===== src/rtl/fetch_unit_pkg.sv =====
// rtl/fetch_unit_pkg.sv - shared constants and types for the instruction fetch stage
package fetch_unit_pkg;

    localparam int ADDR_W  = 32;
    localparam int INSTR_W = 32;

    localparam logic [ADDR_W-1:0]  RESET_PC_DEFAULT       = 32'h0000_3000;
    localparam logic [INSTR_W-1:0] EXC_ADEL_INSTR_DEFAULT = 32'h0000_0000;

    // Fetch sequencer state encodings
    localparam logic [1:0] ST_FETCH = 2'd0;
    localparam logic [1:0] ST_HOLD  = 2'd1;
    localparam logic [1:0] ST_DRAIN = 2'd2;

    // One fetched instruction as it travels into IF/ID or the hold buffer
    typedef struct packed {
        logic [INSTR_W-1:0] instr;
        logic [ADDR_W-1:0]  pc;
        logic               adel;
    } fetch_word_t;

    // Link address of a delay-slot branch; wraps modulo 2^32
    function automatic logic [ADDR_W-1:0] pc_plus8(input logic [ADDR_W-1:0] pc);
        return pc + 32'd8;
    endfunction

endpackage


===== src/rtl/fetch_unit_if.sv =====
// rtl/fetch_unit_if.sv - req/ack instruction memory port
interface fetch_unit_if;
    import fetch_unit_pkg::*;

    logic               imem_req;
    logic [ADDR_W-1:0]  imem_addr;
    logic               imem_ack;
    logic [INSTR_W-1:0] imem_rdata;

    modport master (output imem_req, output imem_addr, input imem_ack, input imem_rdata);
    modport slave  (input imem_req, input imem_addr, output imem_ack, output imem_rdata);

endinterface


===== src/rtl/ifid_reg.sv =====
// rtl/ifid_reg.sv - IF/ID pipeline register with load, bubble and hold
module ifid_reg
    import fetch_unit_pkg::*;
(
    input  logic               clk,
    input  logic               rst_n,
    input  logic               load,
    input  logic               bubble,
    input  fetch_word_t        load_word,
    output logic               valid,
    output logic [INSTR_W-1:0] instr,
    output logic [ADDR_W-1:0]  pc,
    output logic [ADDR_W-1:0]  pc8,
    output logic               adel
);

    // Bubble beats load; with neither asserted the register holds
    always_ff @(posedge clk or negedge rst_n) begin
        if (!rst_n) begin
            valid <= 1'b0;
            instr <= '0;
            pc    <= '0;
            pc8   <= '0;
            adel  <= 1'b0;
        end else if (bubble) begin
            valid <= 1'b0;
            instr <= '0;
            adel  <= 1'b0;
        end else if (load) begin
            valid <= 1'b1;
            instr <= load_word.instr;
            pc    <= load_word.pc;
            pc8   <= pc_plus8(load_word.pc);
            adel  <= load_word.adel;
        end
    end

endmodule


===== src/rtl/fetch_unit.sv =====
// rtl/fetch_unit.sv - instruction fetch sequencer owning the PC and IF/ID load
module fetch_unit
    import fetch_unit_pkg::*;
#(
    parameter logic [ADDR_W-1:0]  RESET_PC       = RESET_PC_DEFAULT,
    parameter logic [INSTR_W-1:0] EXC_ADEL_INSTR = EXC_ADEL_INSTR_DEFAULT
) (
    input  logic               clk,
    input  logic               rst_n,
    input  logic [ADDR_W-1:0]  npc,
    output logic [ADDR_W-1:0]  pc_f,
    input  logic               stall,
    input  logic               redirect,
    input  logic [ADDR_W-1:0]  redirect_pc,
    fetch_unit_if.master       imem,
    output logic               id_valid,
    output logic [INSTR_W-1:0] id_instr,
    output logic [ADDR_W-1:0]  id_pc,
    output logic [ADDR_W-1:0]  id_pc8,
    output logic               id_exc_adel
);

    logic [1:0]        state;
    logic [ADDR_W-1:0] pc;
    logic [ADDR_W-1:0] drain_addr;
    fetch_word_t       hold_word;

    logic        aligned;
    logic        fetch_done;
    logic        outstanding;
    fetch_word_t fetched;
    logic        ifid_load;
    logic        ifid_bubble;
    fetch_word_t ifid_word;

    assign pc_f        = pc;
    assign aligned     = (pc[1:0] == 2'b00);
    // A misaligned PC never reaches memory; it completes at once as a synthetic word
    assign fetch_done  = (state == ST_FETCH) && (!aligned || imem.imem_ack);
    assign outstanding = (state == ST_FETCH) && aligned && !imem.imem_ack;

    // Word produced by a completing fetch, real or synthetic
    always_comb begin
        fetched.instr = aligned ? imem.imem_rdata : EXC_ADEL_INSTR;
        fetched.pc    = pc;
        fetched.adel  = !aligned;
    end

    // Memory request: held until ack, and re-issued to the old address while draining
    always_comb begin
        imem.imem_req  = 1'b0;
        imem.imem_addr = pc;
        if (rst_n) begin
            case (state)
                ST_FETCH: imem.imem_req = aligned;
                ST_DRAIN: begin
                    imem.imem_req  = 1'b1;
                    imem.imem_addr = drain_addr;
                end
                default: imem.imem_req = 1'b0;
            endcase
        end
    end

    // IF/ID control: redirect flushes, otherwise load on completion or bubble when idle
    always_comb begin
        ifid_load   = 1'b0;
        ifid_bubble = 1'b0;
        ifid_word   = fetched;
        if (redirect) begin
            ifid_bubble = 1'b1;
        end else begin
            case (state)
                ST_FETCH: begin
                    if (!stall) begin
                        ifid_load   = fetch_done;
                        ifid_bubble = !fetch_done;
                    end
                end
                ST_HOLD: begin
                    if (!stall) begin
                        ifid_load = 1'b1;
                        ifid_word = hold_word;
                    end
                end
                default: ifid_bubble = !stall;
            endcase
        end
    end

    // Sequencer: PC advance, hold buffer capture and drain of abandoned requests
    always_ff @(posedge clk or negedge rst_n) begin
        if (!rst_n) begin
            state      <= ST_FETCH;
            pc         <= RESET_PC;
            drain_addr <= '0;
            hold_word  <= '0;
        end else if (redirect) begin
            pc        <= redirect_pc;
            hold_word <= '0;
            if (state == ST_DRAIN) begin
                state <= imem.imem_ack ? ST_FETCH : ST_DRAIN;
            end else if (outstanding) begin
                drain_addr <= pc;
                state      <= ST_DRAIN;
            end else begin
                state <= ST_FETCH;
            end
        end else begin
            case (state)
                ST_FETCH: begin
                    if (fetch_done) begin
                        if (!stall) begin
                            pc <= npc;
                        end else begin
                            hold_word <= fetched;
                            state     <= ST_HOLD;
                        end
                    end
                end
                ST_HOLD: begin
                    if (!stall) begin
                        pc    <= npc;
                        state <= ST_FETCH;
                    end
                end
                ST_DRAIN: begin
                    if (imem.imem_ack) begin
                        state <= ST_FETCH;
                    end
                end
                default: state <= ST_FETCH;
            endcase
        end
    end

    ifid_reg u_ifid_reg (
        .clk       (clk),
        .rst_n     (rst_n),
        .load      (ifid_load),
        .bubble    (ifid_bubble),
        .load_word (ifid_word),
        .valid     (id_valid),
        .instr     (id_instr),
        .pc        (id_pc),
        .pc8       (id_pc8),
        .adel      (id_exc_adel)
    );

endmodule


===== src/flat_wrapper.sv =====
// flat-port wrapper written by rule: the top's interface ports become plain ports
module fetch_unit_flat import fetch_unit_pkg::*;
#(
    parameter logic [ADDR_W-1:0]  RESET_PC       = RESET_PC_DEFAULT,
    parameter logic [INSTR_W-1:0] EXC_ADEL_INSTR = EXC_ADEL_INSTR_DEFAULT
)
  (clk, rst_n, npc, pc_f, stall, redirect, redirect_pc, id_valid, id_instr, id_pc, id_pc8, id_exc_adel, imem_imem_req, imem_imem_addr, imem_imem_ack, imem_imem_rdata);
  fetch_unit_if imem_i ();
  input  logic clk;
  input  logic rst_n;
  input  logic [ADDR_W-1:0] npc;
  output logic [ADDR_W-1:0] pc_f;
  input  logic stall;
  input  logic redirect;
  input  logic [ADDR_W-1:0] redirect_pc;
  output logic id_valid;
  output logic [INSTR_W-1:0] id_instr;
  output logic [ADDR_W-1:0] id_pc;
  output logic [ADDR_W-1:0] id_pc8;
  output logic id_exc_adel;
  output wire logic [$bits(imem_i.imem_req)-1:0] imem_imem_req;
  output wire logic [$bits(imem_i.imem_addr)-1:0] imem_imem_addr;
  input wire logic [$bits(imem_i.imem_ack)-1:0] imem_imem_ack;
  input wire logic [$bits(imem_i.imem_rdata)-1:0] imem_imem_rdata;
  assign imem_imem_req = imem_i.imem_req;
  assign imem_imem_addr = imem_i.imem_addr;
  assign imem_i.imem_ack = imem_imem_ack;
  assign imem_i.imem_rdata = imem_imem_rdata;
  fetch_unit #(.RESET_PC(RESET_PC), .EXC_ADEL_INSTR(EXC_ADEL_INSTR)) u_core (.clk(clk), .rst_n(rst_n), .npc(npc), .pc_f(pc_f), .stall(stall), .redirect(redirect), .redirect_pc(redirect_pc), .imem(imem_i), .id_valid(id_valid), .id_instr(id_instr), .id_pc(id_pc), .id_pc8(id_pc8), .id_exc_adel(id_exc_adel));
endmodule

===== config.mk =====
export PLATFORM = sky130hd
export DESIGN_NAME = fetch_unit_flat
export DESIGN_NICKNAME = d
export VERILOG_FILES = /design/src/rtl/fetch_unit_pkg.sv /design/src/rtl/fetch_unit_if.sv /design/src/rtl/ifid_reg.sv /design/src/rtl/fetch_unit.sv /design/src/flat_wrapper.sv
export SDC_FILE = /design/constraint.sdc
export NUM_CORES = 1
export LEC_CHECK = 0
export BUFFER_PORTS_ARGS = -buffer_cell sky130_fd_sc_hd__buf_2
export CAP_MARGIN = 30
export CORE_UTILIZATION = 45
export DETAILED_ROUTE_END_ITERATION = 7
export PLACE_DENSITY_LB_ADDON = 0.12
export SLEW_MARGIN = 15
export SYNTH_ARGS = -nofsm -noshare
export SYNTH_HDL_FRONTEND = slang
export SYNTH_SLANG_ARGS = --single-unit

===== constraint.sdc =====
create_clock -name clk -period 3.5 [get_ports clk]
set_clock_uncertainty 0.05 [all_clocks]
set_input_delay 0.525 -clock clk [delete_from_list [all_inputs] [get_ports clk]]
set_output_delay 0.525 -clock clk [all_outputs]
set_load 0.005 [all_outputs]

# Word level (Yosys, flattened, before mapping)
# Index checks and enable logic that the tools add are counted.
# word_totals
regBits,229
out_inout_bits,163
# op_classes
n_addsub,1
eq_ne,6
mux,37
n_bitwise,2
reduce_logical,19
# ops
operator,count
65-bit two-way mux,6
32-bit two-way mux,8
32-bit one-hot mux with 2 select lines,1
"32-bit by 4-bit adder with 32-bit output, second input constant",1
2-bit two-way mux,8
1-bit two-way mux,10
"3-bit != test, second input constant",3
1-bit one-hot mux with 2 select lines,3
2-bit one-hot mux with 3 select lines,1
2-bit AND reduction,3
2-bit nonzero test,3
1-bit logical NOT,4
2-bit logical NOT,2
4-bit AND reduction,1
1-bit logical AND,3
"3-bit by 2-bit != test with 1-bit output, second input constant",1
3-bit AND reduction,1
3-bit nonzero test,1
"2-bit by 1-bit == test with 1-bit output, second input constant",1
"2-bit == test, second input constant",1
1-bit NOT,2
1-bit logical OR,1

# Depth between registers and ports, before layout
# depth
depth_word,10
mapped_depth,13

# Hierarchy
# A second synthesis with hierarchy kept.
# unflattened
hier_cells,1192
hier_area_um2,11395.9
# by_module_without_submodules
mod,instances,cells_each,area_per_inst_um2,seq_area_each_um2
fetch_unit,1,751,7173.1,3280.6
ifid_reg,1,441,4222.8,2377.3

# Worst setup path before layout
# Ideal clock, no wire load.
# synth_timing
kind,in2reg
startpoint,input redirect
endpoint,register u_core.u_ifid_reg.pc8[29]
arrival_ns,3.064
setup_slack_ns,0.251
stages,12
n_path_buf,5
cell_sequence,buf_2 -> nor4b_4 -> buf_2 -> buf_2 -> buf_1 -> nand2_1 -> nand2_1 -> ha_1 -> o221ai_1 -> clkbuf_1 -> nor4_1 -> o31ai_1
# synth_rtl
item,line,rtl
"start, declared",flat_wrapper.sv:14,input logic redirect;
"end signal, assigned",ifid_reg.sv:33,pc8 <= pc_plus8(load_word.pc);
"end, declared",ifid_reg.sv:13,"output logic [ADDR_W-1:0] pc8,"

# Worst setup path in the final report
# layout_timing
startpoint,input rst_n
endpoint,output imem_imem_addr[26]
# layout_between
elab_chain_cells,1
# layout_rtl
item,line,rtl
"start, declared",flat_wrapper.sv:10,input logic rst_n;
32-bit two-way mux,fetch_unit.sv:53,if (rst_n) begin
"end, declared",flat_wrapper.sv:22,output wire logic [$bits(imem_i.imem_addr)-1:0] imem_imem_addr;
# Every way passes these cells.

==> impl_metrics.json <==
{
  "antenna-diode-count": 0,
  "synth-main-ff-cell": "dfrtp_1",
  "synth_xor_area_share_pct": 1.12,
  "holdPathStages": 3,
  "core_um2": 23700,
  "grt_usage_pct": 24.6,
  "cp_slowest_cell": "dlygate4sd3_1",
  "synthAdderAreaFrac_pct": 0.114,
  "post-route-period-util_pct": 89.0,
  "slew_viol_final": 0,
  "r2r_cells": 8,
  "start_util_pct": 46.3,
  "startpoint_type": "primary input",
  "worst_pin_slew_ns": 0.772,
  "root_buffer": "clkbuf_16",
  "drtIter0Drc": 593,
  "placedInstanceArea_um2": 12500,
  "finalNetCount": 1475,
  "grt_max_degree": 139,
  "fp.dieW_um": 158,
  "numCtsBuffers": 26,
  "peakVddDrop_mv": 0.310,
  "critPathBufInv": 4,
  "rsz0062_at_grt": "no",
  "post_synth.cell_area_avg_um2": 9.54,
  "setup-tns-final_ns": 0,
  "port_buffers": 263,
  "fmax_mhz": 321,
  "place_inst": 1661,
  "required_ns": 2.92,
  "first_pass_iters": 5,
  "synth_common_cells": "nand2_1 (247), dfrtp_1 (224), a21oi_1 (104)",
  "globalRouteOverflowTotal": 0,
  "synth-simple-area-share_pct": 17.7,
  "htreeDepth": 1,
  "ys.warnings.count": 0,
  "power_leakage_nw": 6.62,
  "fin_cells": 1712,
  "grt_first_pass_wirelength_um": 48300,
  "dieHeight_um": 158,
  "wire_per_inst_um": 17.8,
  "place_congestion": 0.849,
  "vias": 9212,
  "fp.dieArea_um2": 25000,
  "cellPowerDensity_nw_per_um2": 555,
  "synth_area_leader_cell": "dfrtp_1",
  "grt_pass1_vias": 8510,
  "path_cells": "dlygate4sd3_1, buf_8, nor2b_1, nand2_1, buf_4, mux2_2, buf_2",
  "post_cts_buffers": 0,
  "ioPinCount": 264,
  "dp_hpwl_um": 21000,
  "drive_gt1_share_pct": 29.2,
  "synthMuxAreaShare_pct": 12.1,
  "final_cell_area_um2": 13500,
  "crit_path_end_kind": "output pin",
  "cp_num_cells": 7,
  "synth_edf_count": 0,
  "area_growth_pct": 22.7,
  "synth.cell_area_um2": 11000,
  "crit_arrival_ns": 2.54,
  "viasPerCell": 5.38,
  "rows": 56,
  "wirelength_um": 30400,
  "setup_violations": 0,
  "synth_top_cell_area_share_pct": 51.1,
  "final_hold_viol_count": 0,
  "clk_latency_ns": 0.52,
  "relSlewSlack_pct": 48.6,
  "path_class": "in -> out",
  "fin_util_pct": 56.8,
  "drcViolationCount": 0,
  "ys_types": 54,
  "fin_crit_ns": 3.11,
  "synth_compound_area_share_pct": 13.5,
  "slowest_delay_ns": 0.57,
  "synth_top_family_by_area": "simple AND/OR/NAND/NOR gates",
  "async_flop_share_pct": 100,
  "synthCells": 1150,
  "cp_top_family": "buffers and inverters",
  "cts_buffer_depth": 3,
  "antenna_found_initial": 0,
  "crit_fanout": 38,
  "status": "finished clean",
  "synthTopCellsByArea": "dfrtp_1 (51%), nand2_1 (8.5%), mux2_2 (6.5%)",
  "clk_pin_slew_ns": 0.05,
  "synth_seq_cells": 226,
  "ant_nets": 0,
  "synthesis.nets": 1252,
  "clock-sinks": 226,
  "synth_most_common_cell": "nand2_1",
  "ys_seq_area_share_pct": 51.6,
  "max_cap_viol_count": 0,
  "cts_tree": "done",
  "min_path_type": "in -> reg"
}
[sequential cells by signal, indices dropped and copies added, names as in the netlist]
register,flops
u_core.state,2
u_core.pc_f,32
u_core.u_ifid_reg.pc8,29
u_core.u_ifid_reg.instr,32
u_core.drain_addr,32
u_core.u_ifid_reg.valid,1
u_core.hold_word,65
u_core.u_ifid_reg.adel,1
u_core.u_ifid_reg.pc,32
[per-stage QoR]
stage	power, W	worst slack, ns	hold slack (ns)
final	0.00747	0.385	0.155
after global routing	0.00786	0.282	0.158
after detailed placement	0.00474	0.455	0.374
after CTS	0.00754	0.362	0.145
after global placement	0.00470	0.503	0.377
after floorplan	0.00405	0.251	0.179
[power by group]
group	internal, W	switching, W	leakage (nW)
Combinational	0.000632	0.000721	3.26
Clock	0.00173	0.00105	0.434
Sequential	0.00302	0.000317	2.93
Total	0.00538	0.00209	6.62
[worst reg2reg max path, delay by kind of cell (launching register included)]
family	cells	cell delay, ns
compound gates	3	0.70
fa+ha+maj	1	0.32
buf+inv	1	0.22
flops	1	0.61
simple gates	3	0.91
[per-layer routing]
layer,share of wire [%],global-route usage [%]
met1,50,39.4
met2,42,34.5
met3,6.3,4.02
met4,1.6,4.95
met5,0,0
[logic make-up after synthesis]
group | Yosys count
AND/OR/NAND/NOR | 420
multiplexers | 125
AO/OA/AOI/OAI | 263
flip-flops | 226
XOR/XNOR | 14
buffers and inverters | 101
adder cells (fa/ha/maj) | 1
[placed cells by master, fill, tap and decap left out, drive strengths merged, types with 9 or more instances in the layout]
master  instances
a31oi           9
mux2           63
xnor2           9
dfrtp         224
buf           290
nor3           13
mux2i          62
nor2           27
nand4          11
clkbuf         46
a21oi         104
nor4           11
nand3          52
and3           38
o21ai         102
nand2         247
[path summary, 6_finish.rpt]
check / start / end / slack, ns
min reg2reg: u_core.u_ifid_reg.pc8[4] / u_core.u_ifid_reg.pc8[4] / 0.42
max in group asynchronous: rst_n / u_core.hold_word[12] / 1.90
min in group asynchronous: rst_n / u_core.u_ifid_reg.instr[19] / 0.42
min: redirect_pc[5] / u_core.pc_f[5] / 0.15
max: rst_n / imem_imem_addr[26] / 0.39
max reg2reg: u_core.state[1] / u_core.u_ifid_reg.pc8[27] / 0.59
[what timing repair did]
action / in CTS / in global routing
hold buffers: 1 / 0
endpoints found under the hold margin: 35 / 0
gates resized for setup: 0 / 0
[cell type report]
type | count | area (µm²)
clock buffers | 45 | 823
inverters | 4 | 15.0
flip-flops and latches | 226 | 5660
clock inverters | 3 | 68.8
well taps | 319 | 399
repair buffers | 292 | 1570
multi-input cells | 823 | 4930
fillers | 2230 | 10200
(Power assumes the default switching activity.)
